==> config.mk <==
export PLATFORM = sky130hd
export DESIGN_NAME = cpu_debug_ctrl_flat
export DESIGN_NICKNAME = d
export VERILOG_FILES = /design/src/rtl/cpu_debug_ctrl_if.sv /design/src/rtl/cpu_debug_ctrl.sv /design/src/flat_wrapper.sv
export SDC_FILE = /design/constraint.sdc
export NUM_CORES = 1
export LEC_CHECK = 0
export CAP_MARGIN = 0
export CELL_PAD_IN_SITES_DETAIL_PLACEMENT = 0
export CELL_PAD_IN_SITES_GLOBAL_PLACEMENT = 1
export CORE_MARGIN = 2
export CORE_UTILIZATION = 33
export CTS_CLUSTER_SIZE = 20
export DETAILED_ROUTE_END_ITERATION = 7
export HOLD_SLACK_MARGIN = 0.03
export PLACE_DENSITY_LB_ADDON = 0.2
export SLEW_MARGIN = 20
export SYNTH_ARGS = -nofsm -noshare
export SYNTH_HDL_FRONTEND = slang
export SYNTH_SLANG_ARGS = --single-unit
export TNS_END_PERCENT = 10
==> constraint.sdc <==
create_clock -name cpu_clk -period 3.51 [get_ports cpu_clk]
set_input_delay 0.351 -clock cpu_clk [delete_from_list [all_inputs] [get_ports cpu_clk]]
set_output_delay 0.351 -clock cpu_clk [all_outputs]
set_load 0.01 [all_outputs]
==> src/rtl/cpu_debug_ctrl_if.sv <==
// Host-side program-write and command handshakes plus the registered
// instruction-memory write port driven by the debug controller.
interface cpu_debug_ctrl_if #(
    parameter int ADDR_W  = 4,
    parameter int INSTR_W = 8,
    parameter int STEP_W  = 8
);
    logic               prog_valid;
    logic               prog_ready;
    logic [ADDR_W-1:0]  prog_addr;
    logic [INSTR_W-1:0] prog_data;
    logic               cmd_valid;
    logic               cmd_ready;
    logic [1:0]         cmd_op;
    logic [STEP_W-1:0]  cmd_count;
    logic               imem_we;
    logic [ADDR_W-1:0]  imem_waddr;
    logic [INSTR_W-1:0] imem_wdata;

    modport master (
        output prog_valid, prog_addr, prog_data, cmd_valid, cmd_op, cmd_count,
        input  prog_ready, cmd_ready, imem_we, imem_waddr, imem_wdata
    );

    modport slave (
        input  prog_valid, prog_addr, prog_data, cmd_valid, cmd_op, cmd_count,
        output prog_ready, cmd_ready, imem_we, imem_waddr, imem_wdata
    );
endinterface

==> src/rtl/cpu_debug_ctrl.sv <==
// Debug controller: loads instruction memory, then resets or single-steps the
// core by cycles or retired instructions, with halt and PC breakpoint.
module cpu_debug_ctrl #(
    parameter int ADDR_W  = 4,
    parameter int INSTR_W = 8,
    parameter int STEP_W  = 8
) (
    input  logic              cpu_clk,
    input  logic              cpu_reset,
    cpu_debug_ctrl_if.slave   bus,
    input  logic              halt_req,
    input  logic              bp_en,
    input  logic [ADDR_W-1:0] bp_addr,
    input  logic [ADDR_W-1:0] core_pc,
    input  logic              core_instr_done,
    output logic              core_reset,
    output logic              core_ce,
    output logic              busy,
    output logic              done,
    output logic              bp_hit
);
    typedef enum logic [1:0] {IDLE, CORE_RST, STEP_CYC, STEP_INS} state_t;

    state_t             state;
    logic [STEP_W-1:0]  cnt;
    logic               we_q;
    logic [ADDR_W-1:0]  waddr_q;
    logic [INSTR_W-1:0] wdata_q;
    logic               idle, active, bp_match, tick, last, stop;

    assign idle     = (state == IDLE);
    assign active   = (state == STEP_CYC) || (state == STEP_INS);
    assign bp_match = core_instr_done && bp_en && (core_pc == bp_addr);
    assign tick     = (state == STEP_CYC) || ((state == STEP_INS) && core_instr_done);
    // A zero count never reaches 1, so free-run mode needs no special case here.
    assign last     = tick && (cnt == STEP_W'(1));
    assign stop     = active && (halt_req || bp_match || last);

    assign bus.prog_ready = idle && !cpu_reset;
    assign bus.cmd_ready  = idle && !cpu_reset && !bus.prog_valid;
    assign bus.imem_we    = we_q;
    assign bus.imem_waddr = waddr_q;
    assign bus.imem_wdata = wdata_q;
    assign core_reset     = cpu_reset || (state == CORE_RST);

    always_ff @(posedge cpu_clk) begin
        if (cpu_reset) begin
            state   <= IDLE;
            core_ce <= 1'b0;
            busy    <= 1'b0;
            done    <= 1'b0;
            bp_hit  <= 1'b0;
            cnt     <= '0;
            we_q    <= 1'b0;
            waddr_q <= '0;
            wdata_q <= '0;
        end else begin
            done    <= 1'b0;
            we_q    <= bus.prog_valid && bus.prog_ready;
            waddr_q <= bus.prog_addr;
            wdata_q <= bus.prog_data;
            case (state)
                IDLE: begin
                    if (bus.cmd_valid && bus.cmd_ready) begin
                        bp_hit <= 1'b0;
                        cnt    <= bus.cmd_count;
                        case (bus.cmd_op)
                            2'b00: begin state <= CORE_RST; core_ce <= 1'b1; busy <= 1'b1; end
                            2'b01: begin state <= STEP_CYC; core_ce <= 1'b1; busy <= 1'b1; end
                            2'b10: begin state <= STEP_INS; core_ce <= 1'b1; busy <= 1'b1; end
                            default: done <= 1'b1;
                        endcase
                    end
                end
                CORE_RST: begin
                    state   <= IDLE;
                    core_ce <= 1'b0;
                    busy    <= 1'b0;
                    done    <= 1'b1;
                end
                default: begin
                    if (stop) begin
                        state   <= IDLE;
                        core_ce <= 1'b0;
                        busy    <= 1'b0;
                        done    <= 1'b1;
                        if (bp_match) bp_hit <= 1'b1;
                    end else if (tick && cnt != '0) begin
                        cnt <= cnt - STEP_W'(1);
                    end
                end
            endcase
        end
    end
endmodule

==> src/flat_wrapper.sv <==
// flat-port wrapper written by rule: the top's interface ports become plain ports
module cpu_debug_ctrl_flat 
#(
    parameter int ADDR_W  = 4,
    parameter int INSTR_W = 8,
    parameter int STEP_W  = 8
)
  (cpu_clk, cpu_reset, halt_req, bp_en, bp_addr, core_pc, core_instr_done, core_reset, core_ce, busy, done, bp_hit, bus_prog_valid, bus_prog_addr, bus_prog_data, bus_cmd_valid, bus_cmd_op, bus_cmd_count, bus_prog_ready, bus_cmd_ready, bus_imem_we, bus_imem_waddr, bus_imem_wdata);
  cpu_debug_ctrl_if #(.ADDR_W(ADDR_W), .INSTR_W(INSTR_W), .STEP_W(STEP_W)) bus_i ();
  input  logic cpu_clk;
  input  logic cpu_reset;
  input  logic halt_req;
  input  logic bp_en;
  input  logic [ADDR_W-1:0] bp_addr;
  input  logic [ADDR_W-1:0] core_pc;
  input  logic core_instr_done;
  output logic core_reset;
  output logic core_ce;
  output logic busy;
  output logic done;
  output logic bp_hit;
  input wire logic [$bits(bus_i.prog_valid)-1:0] bus_prog_valid;
  input wire logic [$bits(bus_i.prog_addr)-1:0] bus_prog_addr;
  input wire logic [$bits(bus_i.prog_data)-1:0] bus_prog_data;
  input wire logic [$bits(bus_i.cmd_valid)-1:0] bus_cmd_valid;
  input wire logic [$bits(bus_i.cmd_op)-1:0] bus_cmd_op;
  input wire logic [$bits(bus_i.cmd_count)-1:0] bus_cmd_count;
  output wire logic [$bits(bus_i.prog_ready)-1:0] bus_prog_ready;
  output wire logic [$bits(bus_i.cmd_ready)-1:0] bus_cmd_ready;
  output wire logic [$bits(bus_i.imem_we)-1:0] bus_imem_we;
  output wire logic [$bits(bus_i.imem_waddr)-1:0] bus_imem_waddr;
  output wire logic [$bits(bus_i.imem_wdata)-1:0] bus_imem_wdata;
  assign bus_i.prog_valid = bus_prog_valid;
  assign bus_i.prog_addr = bus_prog_addr;
  assign bus_i.prog_data = bus_prog_data;
  assign bus_i.cmd_valid = bus_cmd_valid;
  assign bus_i.cmd_op = bus_cmd_op;
  assign bus_i.cmd_count = bus_cmd_count;
  assign bus_prog_ready = bus_i.prog_ready;
  assign bus_cmd_ready = bus_i.cmd_ready;
  assign bus_imem_we = bus_i.imem_we;
  assign bus_imem_waddr = bus_i.imem_waddr;
  assign bus_imem_wdata = bus_i.imem_wdata;
  cpu_debug_ctrl #(.ADDR_W(ADDR_W), .INSTR_W(INSTR_W), .STEP_W(STEP_W)) u_core (.cpu_clk(cpu_clk), .cpu_reset(cpu_reset), .bus(bus_i), .halt_req(halt_req), .bp_en(bp_en), .bp_addr(bp_addr), .core_pc(core_pc), .core_instr_done(core_instr_done), .core_reset(core_reset), .core_ce(core_ce), .busy(busy), .done(done), .bp_hit(bp_hit));
endmodule
**Yosys cells after proc, flatten, opt, wreduce, memory -nomap -nowiden**

Cells that the tools add are included.

- Flip-flop bits (word level): 26
- Bits of input ports: 37
- Word-level logic and storage cells: 70

- Add/subtract/negate cells: 1
- Eq/ne operators: 11
- Multiplexer cells: 20
- Bitwise operators: 1
- Reduce and logical (&&, ||, !) cells: 29

Operators by type and width:

| kind | number |
|---|---|
| $mux 8 | 3 |
| $pmux 8 s2 | 1 |
| $logic_and 1x1->1 | 10 |
| $mux 1 | 9 |
| $eq 8x1->1 const B | 1 |
| $reduce_and 4->1 | 2 |
| $reduce_bool 8->1 | 1 |
| $sub 8x1->8 const B | 1 |
| $eq 2x2->1 const B | 3 |
| $pmux 1 s2 | 3 |
| $pmux 2 s3 | 1 |
| $reduce_and 3->1 | 2 |
| $reduce_bool 2->1 | 3 |
| $logic_or 1x1->1 | 5 |
| $eq 2x1->1 const B | 2 |
| $eq 4x4->1 | 1 |
| $logic_not 2->1 | 2 |
| $mux 2 | 2 |
| $ne 2x2->1 const B | 2 |
| $ne 4x4->1 const B | 1 |
| $pmux 2 s2 | 1 |
| $reduce_bool 3->1 | 1 |
| $reduce_or 3->1 | 1 |
| $logic_not 1->1 | 2 |
| 2 further kinds | 2 |

**Longest topological paths before layout**

Gate-level depths: netlist of the first run.

- Word-level depth: 8
- Depth in mapped cells: 7
- Mapped depth without buffers: 7

**Worst setup path after synthesis of the first run**

No wires, ideal clock.

- Path type: register to register
- From: reg u_core.cnt[1]
- To: reg u_core.cnt[1]
- Arrival: 1.843 ns
- Required time: 3.431 ns
- Setup slack: 1.587 ns
- Stages on the path, launching flop included: 8
- Path buffers: 0
- Period minus slack after synthesis: 1.923 ns
- Cell sequence: dfxtp_1 -> inv_1 -> ha_1 -> or3b_2 -> o221a_1 -> o32a_4 -> and3_1 -> a211oi_2

- Word-level cells in the longest chain between the ends: 6
- Elaborated cells between the ends (all ways): 13
- Classes of those cells: add/sub (1); eq/ne (2); mux (3); reduce/logical (7)

Ends and longest elaborated chain:

| what | line | text |
|---|---|---|
| from (decl) | cpu_debug_ctrl.sv:25 | `logic [STEP_W-1:0] cnt;` |
| from (signal assigned) | cpu_debug_ctrl.sv:66 | `cnt <= bus.cmd_count;` |
| from (signal assigned) | cpu_debug_ctrl.sv:89 | `cnt <= cnt - STEP_W'(1);` |
| branches (longest 6 deep; another with $sub 8x1->8) | n/a |  |

Parallel ways; which one is timed is not known. The select of a mux whose other input is x is not followed.
A chain may end at the register's enable or synchronous reset.

**Worst setup path after layout of the first run**

- From: in cpu_reset
- To: out bus_cmd_ready

- Word-level cells in the longest chain between the ends: 3

Ends and longest elaborated chain:

| what | line | text |
|---|---|---|
| from (decl) | flat_wrapper.sv:11 | `input logic cpu_reset;` |
| $logic_not 1->1 | cpu_debug_ctrl.sv:40 | `assign bus.cmd_ready = idle && !cpu_reset && !bus.prog_valid;` |
| $logic_and 1x1->1 (2 in series) | cpu_debug_ctrl.sv:40 |  |
| to (decl) | flat_wrapper.sv:29 | `output wire logic [$bits(bus_i.cmd_ready)-1:0] bus_cmd_ready;` |

Every way passes these cells.

==> metrics.cfg, run 1 <==
[outcome]
outcome = complete, no violations

[clock_network]
post_cts_buffers = 0
clockBufferDepth = 2
worstSkewPairLatency_ps = 270
hold_buffers = 0
cts.clk_slew.worst_paths_ps = 90
cts_tree = done
cts_root_buf = clkbuf_8
cts_sinks = 26
h-tree-depth = 1
postCtsResizedCells = 0
cts_buffers = 3

[sta]
timing.final.hold_violations = 0
rsz0062_at_grt = no
setup_violations = 0
max_freq_mhz = 434.2
period_minus_slack_ps = 2303
tightestPinTransition_ps = 750.2
slew_violations = 0
period_share_pct = 65.61
skew_ps = 9.584
fin_setup_tns_ps = 0
slew_headroom_pct = 49.93
hold_ws_ps = 505.3

[pwr]
switchingPower_mw = 0.1640
p_int_mw = 0.5487
clkPwrFrac_pct = 34.9
vdd.ir_drop.worst_mv = 0.1597
powerDensity_mw_per_mm2 = 356.2
sequentialPowerShare_pct = 44.4
power.leakage_nw = 0.7607
swShare_pct = 23.01
combPwrFrac_pct = 20.7

[synth]
synthTopCellsByArea = dfxtp_1 (39%), nor2b_1 (6.1%), ha_1 (5.6%)
ys.flop_type = dfxtp_1
ys_seq_area_share_pct = 38.95
yosysMostFrequentCell = dfxtp_1
ys_types = 47
synth_common_cells = dfxtp_1 (26), nor2b_1 (13), a21oi_1 (11)
syn_area_sq_mm = 0.001336
synth_nets = 184
synth_edf_count = 0
synth-seq-cells = 26
ys_warn_count = 0
async_flop_share_pct = 0
synth_top_area_share_pct = 38.95
yosysTopAreaCell = dfxtp_1
avgSynthCellArea_sq_um = 9.477
netlist_instances = 141

[setup_path]
critPathSlowestCell = clkdlybuf4s50_1
cp.required_ps = 3160
reg2reg_slack_ps = 1380
cpPeakStageDelay_ps = 720
cp_cell_sequence = clkdlybuf4s50_1 -> nor3_1 -> clkdlybuf4s50_1
critPathKind = in2out
end_kind = output pin
cp.arrival_ps = 1950
cpMostUsedCell = clkdlybuf4s50_1
path_max_fanout = 16
start_kind = primary input

[routing]
drt_iter0_drc = 41
dr_total_vias = 1210
first_pass_iters = 4
wl_um = 3352
drc = 0
antenna_left = 0
drt-vias-per-instance = 4.939
routedWlPerCell_um = 13.68

[placed_design]
numPortBuffers = 56
dpl.cell_count = 241
gp_congestion = 0.7442
dp_hpwl_um = 2540

[floorplan]
die_width_um = 67.64
row_count = 23
coreArea_sq_mm = 0.003943
fp.dieH_um = 67.64
initial_core_util_pct = 33.89
ioPinCount = 57
die-area_sq_mm = 0.004574

[final_layout]
finalNetCount = 239
drive_gt1_share_pct = 10.77
stdcell_count = 245
insertedDiodeCount = 0
areaGrowthSynthToFinish_pct = 49.72

[flow_run]
maxCapViolations = 0

[grt]
first_global_vias = 1185
grt_usage_pct = 15.43
grt_overflow = 0
grt_max_degree = 21
grt_pass1_wl_um = 5382
antenna_found_initial = 0

[min_path]
hold_path.class = reg2reg

placed cells by master (no fill, tap or decap), types with 5 or more instances in the layout:
cell	n
clkdlybuf4s50_1	56
dfxtp_1	26
nor2b_1	13
a21oi_1	11
inv_1	9
nor3_1	7
nor2_1	6
ha_1	6
nand2b_1	5
o32ai_1	5
power groups by stage:
stage	Combinational, mW	Sequential (mW)	Clock, mW
2_1_floorplan	0.0663	0.326	0
3_3_place_gp	0.146	0.322	0
3_5_place_dp	0.148	0.323	0
4_1_cts	0.149	0.316	0.256
5_1_grt	0.161	0.318	0.265
6_report	0.147	0.316	0.249
critical path, delay by kind of cell:
kind,cells,cell delay (ps)
buffers and inverters,2,1300
AND/OR/NAND/NOR,1,300
sequential cells by signal (all words and copies together) (netlist names):
signal,count
u_core.bus.imem_waddr,4
u_core.bus.imem_wdata,8
u_core.core_ce,1
u_core.state,2
u_core.done,1
u_core.bp_hit,1
u_core.cnt,8
u_core.bus.imem_we,1
per-layer routing:
| metal | vias up | global-route usage, % | routed length, um |
|---|---|---|---|
| li1 | 611 | - | - |
| met3 | 6 | 3.333 | 250 |
| met2 | 50 | 26.59 | 1574 |
| met5 | - | 0 | 0 |
| met1 | 543 | 18.48 | 1482 |
| met4 | 0 | 6.122 | 45 |
path summary, 6_finish.rpt:
check                              from                          to  cells past startpoint
max                           cpu_reset               bus_cmd_ready                      3
min          u_core.bp_hit$_SDFFE_PP0P_  u_core.bp_hit$_SDFFE_PP0P_                      2
max reg2reg  u_core.cnt[1]$_SDFFE_PP0P_  u_core.cnt[4]$_SDFFE_PP0P_                      7
min reg2reg  u_core.bp_hit$_SDFFE_PP0P_  u_core.bp_hit$_SDFFE_PP0P_                      2
kinds of logic (layout without fill, tap and decap cells):
logic type,count (synthesis),in the layout,synth area share [%]
and+or+nand+nor,56,56,27.25
xor gates and xnor gates,4,4,2.621
AOI/OAI and AO/OA,33,33,20.23
DFF,26,26,38.95
buffers and inverters,16,70,5.337
adders and majority gates,6,6,5.618
per-stage QoR:
| stage | worst slack (ps) | util [%] | instance area [sq um] | total power [mW] |
|---|---|---|---|---|
| after global placement | 1168 | 48.94 | 1929 | 0.4683 |
| final | 1207 | 50.75 | 2001 | 0.7127 |
| after global routing | 1069 | 50.75 | 2001 | 0.7441 |
| after CTS | 1175 | 50.75 | 2001 | 0.7205 |
| after detailed placement | 1050 | 48.94 | 1929 | 0.4708 |
| after floorplan | 1587 | - | 1336 | 0.3925 |
final cells by class:
cell class	instances	area, sq um
clock buffers	3	41.29
inverters	9	33.78
multi-input cells	99	744.5
flip-flops and latches	26	520.5
clock inverters	1	30.03
repair buffers	57	568.0
well taps	50	62.56
fillers	360	1942
Note: power is estimated with default switching activity, not from simulation.
==> run 2, diff against run 1 <==
--- a/config.mk
+++ b/config.mk
@@ -9,7 +9,7 @@
 export CELL_PAD_IN_SITES_DETAIL_PLACEMENT = 0
 export CELL_PAD_IN_SITES_GLOBAL_PLACEMENT = 1
 export CORE_MARGIN = 2
-export CORE_UTILIZATION = 33
+export CORE_UTILIZATION = 30
 export CTS_CLUSTER_SIZE = 20
 export DETAILED_ROUTE_END_ITERATION = 7
 export HOLD_SLACK_MARGIN = 0.03
==> constraint.sdc (replaced) <==
create_clock -name cpu_clk -period 2.2 [get_ports cpu_clk]
set_input_delay 0.22 -clock cpu_clk [delete_from_list [all_inputs] [get_ports cpu_clk]]
set_output_delay 0.22 -clock cpu_clk [all_outputs]
set_load 0.01 [all_outputs]
==> metrics.cfg, run 2 (synthesis gave the netlist of run 1 again) <==
[sta]
fin_ws_ps = 145.5  ; was 1207 ps
fin_setup_tns_ps = 0  ; unchanged
skew_ps = 4.526  ; was 9.584 ps
slew_violations = 0  ; unchanged
period_minus_slack_ps = 2055
slew_headroom_pct = 73.33  ; was 49.93%
period_share_pct = 93.39
rsz0062_at_grt = no  ; unchanged
setup_violations = 0  ; unchanged
hold_ws_ps = 497.8  ; was 505.3 ps
max_freq_mhz = 486.7
timing.final.hold_violations = 0  ; unchanged
tightestPinTransition_ps = 395.0  ; was 750.2 ps

[placed_design]
dpl.cell_count = 246  ; was 241
gp_congestion = 0.7285  ; was 0.7442
place_ws_ps = 116.4  ; was 1050 ps
dp_hpwl_um = 2527  ; was 2540 um
numPortBuffers = 56  ; unchanged

[min_path]
hold_path.class = reg2reg  ; unchanged

[clock_network]
cts.clk_slew.worst_paths_ps = 80  ; was 90 ps
cts_sinks = 26  ; unchanged
hold_buffers = 0  ; unchanged
cts_buffers = 3  ; unchanged
cts_root_buf = clkbuf_8  ; unchanged
cts_tree = done  ; unchanged
clockBufferDepth = 2  ; unchanged
post_cts_buffers = 0  ; unchanged
postCtsResizedCells = 0  ; unchanged
h-tree-depth = 1  ; unchanged
worstSkewPairLatency_ps = 270  ; about the same

[setup_path]
path_max_fanout = 9  ; was 16
critPathSlowestCell = clkdlybuf4s50_1  ; unchanged
cp.arrival_ps = 1830  ; was 1950 ps
critPathKind = reg2out  ; was in2out
cp_cell_sequence = or2_1 -> buf_4 -> nor3_1 -> clkdlybuf4s50_1  ; was clkdlybuf4s50_1 -> nor3_1 -> clkdlybuf4s50_1
cp.required_ps = 1980  ; was 3160 ps
end_kind = output pin  ; unchanged
cpPeakStageDelay_ps = 560  ; was 720 ps
start_kind = flop  ; was primary input

[final_layout]
drive_gt1_share_pct = 11.68  ; was 10.77%
final_cell_mix = clkdlybuf4s50_1 (56), dfxtp_1 (26), nor2b_1 (13), a21oi_1 (11), inv_1 (9)  ; unchanged
finalNetCount = 242  ; was 239
areaGrowthSynthToFinish_pct = 49.53  ; was 49.72%
stdcell_count = 249  ; was 245
insertedDiodeCount = 0  ; unchanged
final_common_cell = clkdlybuf4s50_1  ; unchanged

[grt]
antenna_found_initial = 0  ; unchanged
grt_pass1_wl_um = 5706  ; was 5382 um
grt_max_degree = 23  ; was 21
grt_overflow = 0  ; unchanged
grt_usage_pct = 14.02  ; was 15.43%
first_global_vias = 1249  ; was 1185

[outcome]
outcome = complete, no violations  ; unchanged

[floorplan]
die-area_sq_mm = 0.005004  ; was 0.004574 sq mm
coreArea_sq_mm = 0.004324  ; was 0.003943 sq mm
fp.dieH_um = 70.74  ; was 67.64 um
row_count = 24  ; was 23
initial_core_util_pct = 30.90  ; was 33.89%
die_width_um = 70.74  ; was 67.64 um
ioPinCount = 57  ; unchanged

[routing]
antenna_left = 0  ; unchanged
drt_iter0_drc = 15  ; was 41
first_pass_iters = 4  ; unchanged
dr_total_vias = 1213  ; was 1210
wl_um = 3323  ; was 3352 um
drt-vias-per-instance = 4.871  ; was 4.939
routedWlPerCell_um = 13.35  ; was 13.68 um
drc = 0  ; unchanged

[pwr]
powerDensity_mw_per_mm2 = 503.7  ; was 356.2 mW/mm^2
power.leakage_nw = 0.7608  ; was 0.7607 nW
vdd.ir_drop.worst_mv = 0.2245  ; was 0.1597 mV

[flow_run]
maxCapViolations = 0  ; unchanged

==> run 2: worst max-delay path: cells and delay by family, from the launching register on <==
family                 cells  cell delay (ps)
DFF                        1              380
buffers and inverters      2              740
and+or+nand+nor            2              440
==> run 2: cell type report <==
type	count	area (sq um)
Clock buffer	3	41.29
Fill cell	419	2326
Inverter	9	33.78
Multi-Input combinational cell	99	747.0
Sequential cell	26	520.5
Tap cell	52	65.06
Timing Repair Buffer	60	590.6
==> run 2: worst paths after layout <==
path | start | endpoint | slack [ps] | depth (start not counted)
worst max-delay path | u_core.state[1]$_SDFFE_PP0P_ | bus_cmd_ready | 150 | 4
worst min-delay path | u_core.bp_hit$_SDFFE_PP0P_ | u_core.bp_hit$_SDFFE_PP0P_ | 500 | 2
worst max register to register | u_core.cnt[1]$_SDFFE_PP0P_ | u_core.cnt[1]$_SDFFE_PP0P_ | 150 | 7
worst min register to register | u_core.bp_hit$_SDFFE_PP0P_ | u_core.bp_hit$_SDFFE_PP0P_ | 500 | 2
==> run 2: per-stage QoR <==
step | area [sq um] | power (mW) | utilization [%]
2_1_floorplan | 1336 | 0.6262 | -
3_3_place_gp | 1954 | 0.7490 | 45.20
3_5_place_dp | 1954 | 0.7527 | 45.20
4_1_cts | 1996 | 1.023 | 46.15
5_1_grt | 1998 | 1.069 | 46.21
6_report | 1998 | 1.006 | 46.21
==> run 2: where the power goes <==
group	switching [mW]	internal, mW	total (mW)	leakage [nW]
Sequential	0.0127	0.492	0.505	0.214
Combinational	0.0939	0.144	0.238	0.525
Clock	0.141	0.123	0.263	0.0216
==> run 2: layer usage <==
metal / up-vias / share of wire [%] / GRT usage (%) / wire (um)
met4: 0 / 1.0 / 4.403 / 34
met2: 51 / 48 / 24.51 / 1592
met1: 543 / 44 / 17.35 / 1475
met5: - / 0 / 0 / 0
met3: 4 / 6.6 / 2.707 / 220
li1: 615 / - / - / -
==> run 3, diff against run 2 <==
--- a/config.mk
+++ b/config.mk
@@ -10,6 +10,7 @@
 export CELL_PAD_IN_SITES_GLOBAL_PLACEMENT = 1
 export CORE_MARGIN = 2
 export CORE_UTILIZATION = 30
+export CTS_CLUSTER_DIAMETER = 40
 export CTS_CLUSTER_SIZE = 20
 export DETAILED_ROUTE_END_ITERATION = 7
 export HOLD_SLACK_MARGIN = 0.03
==> results of run 3 <==
Same layout as run 2: the final DEF is identical, and so are final timing and power.
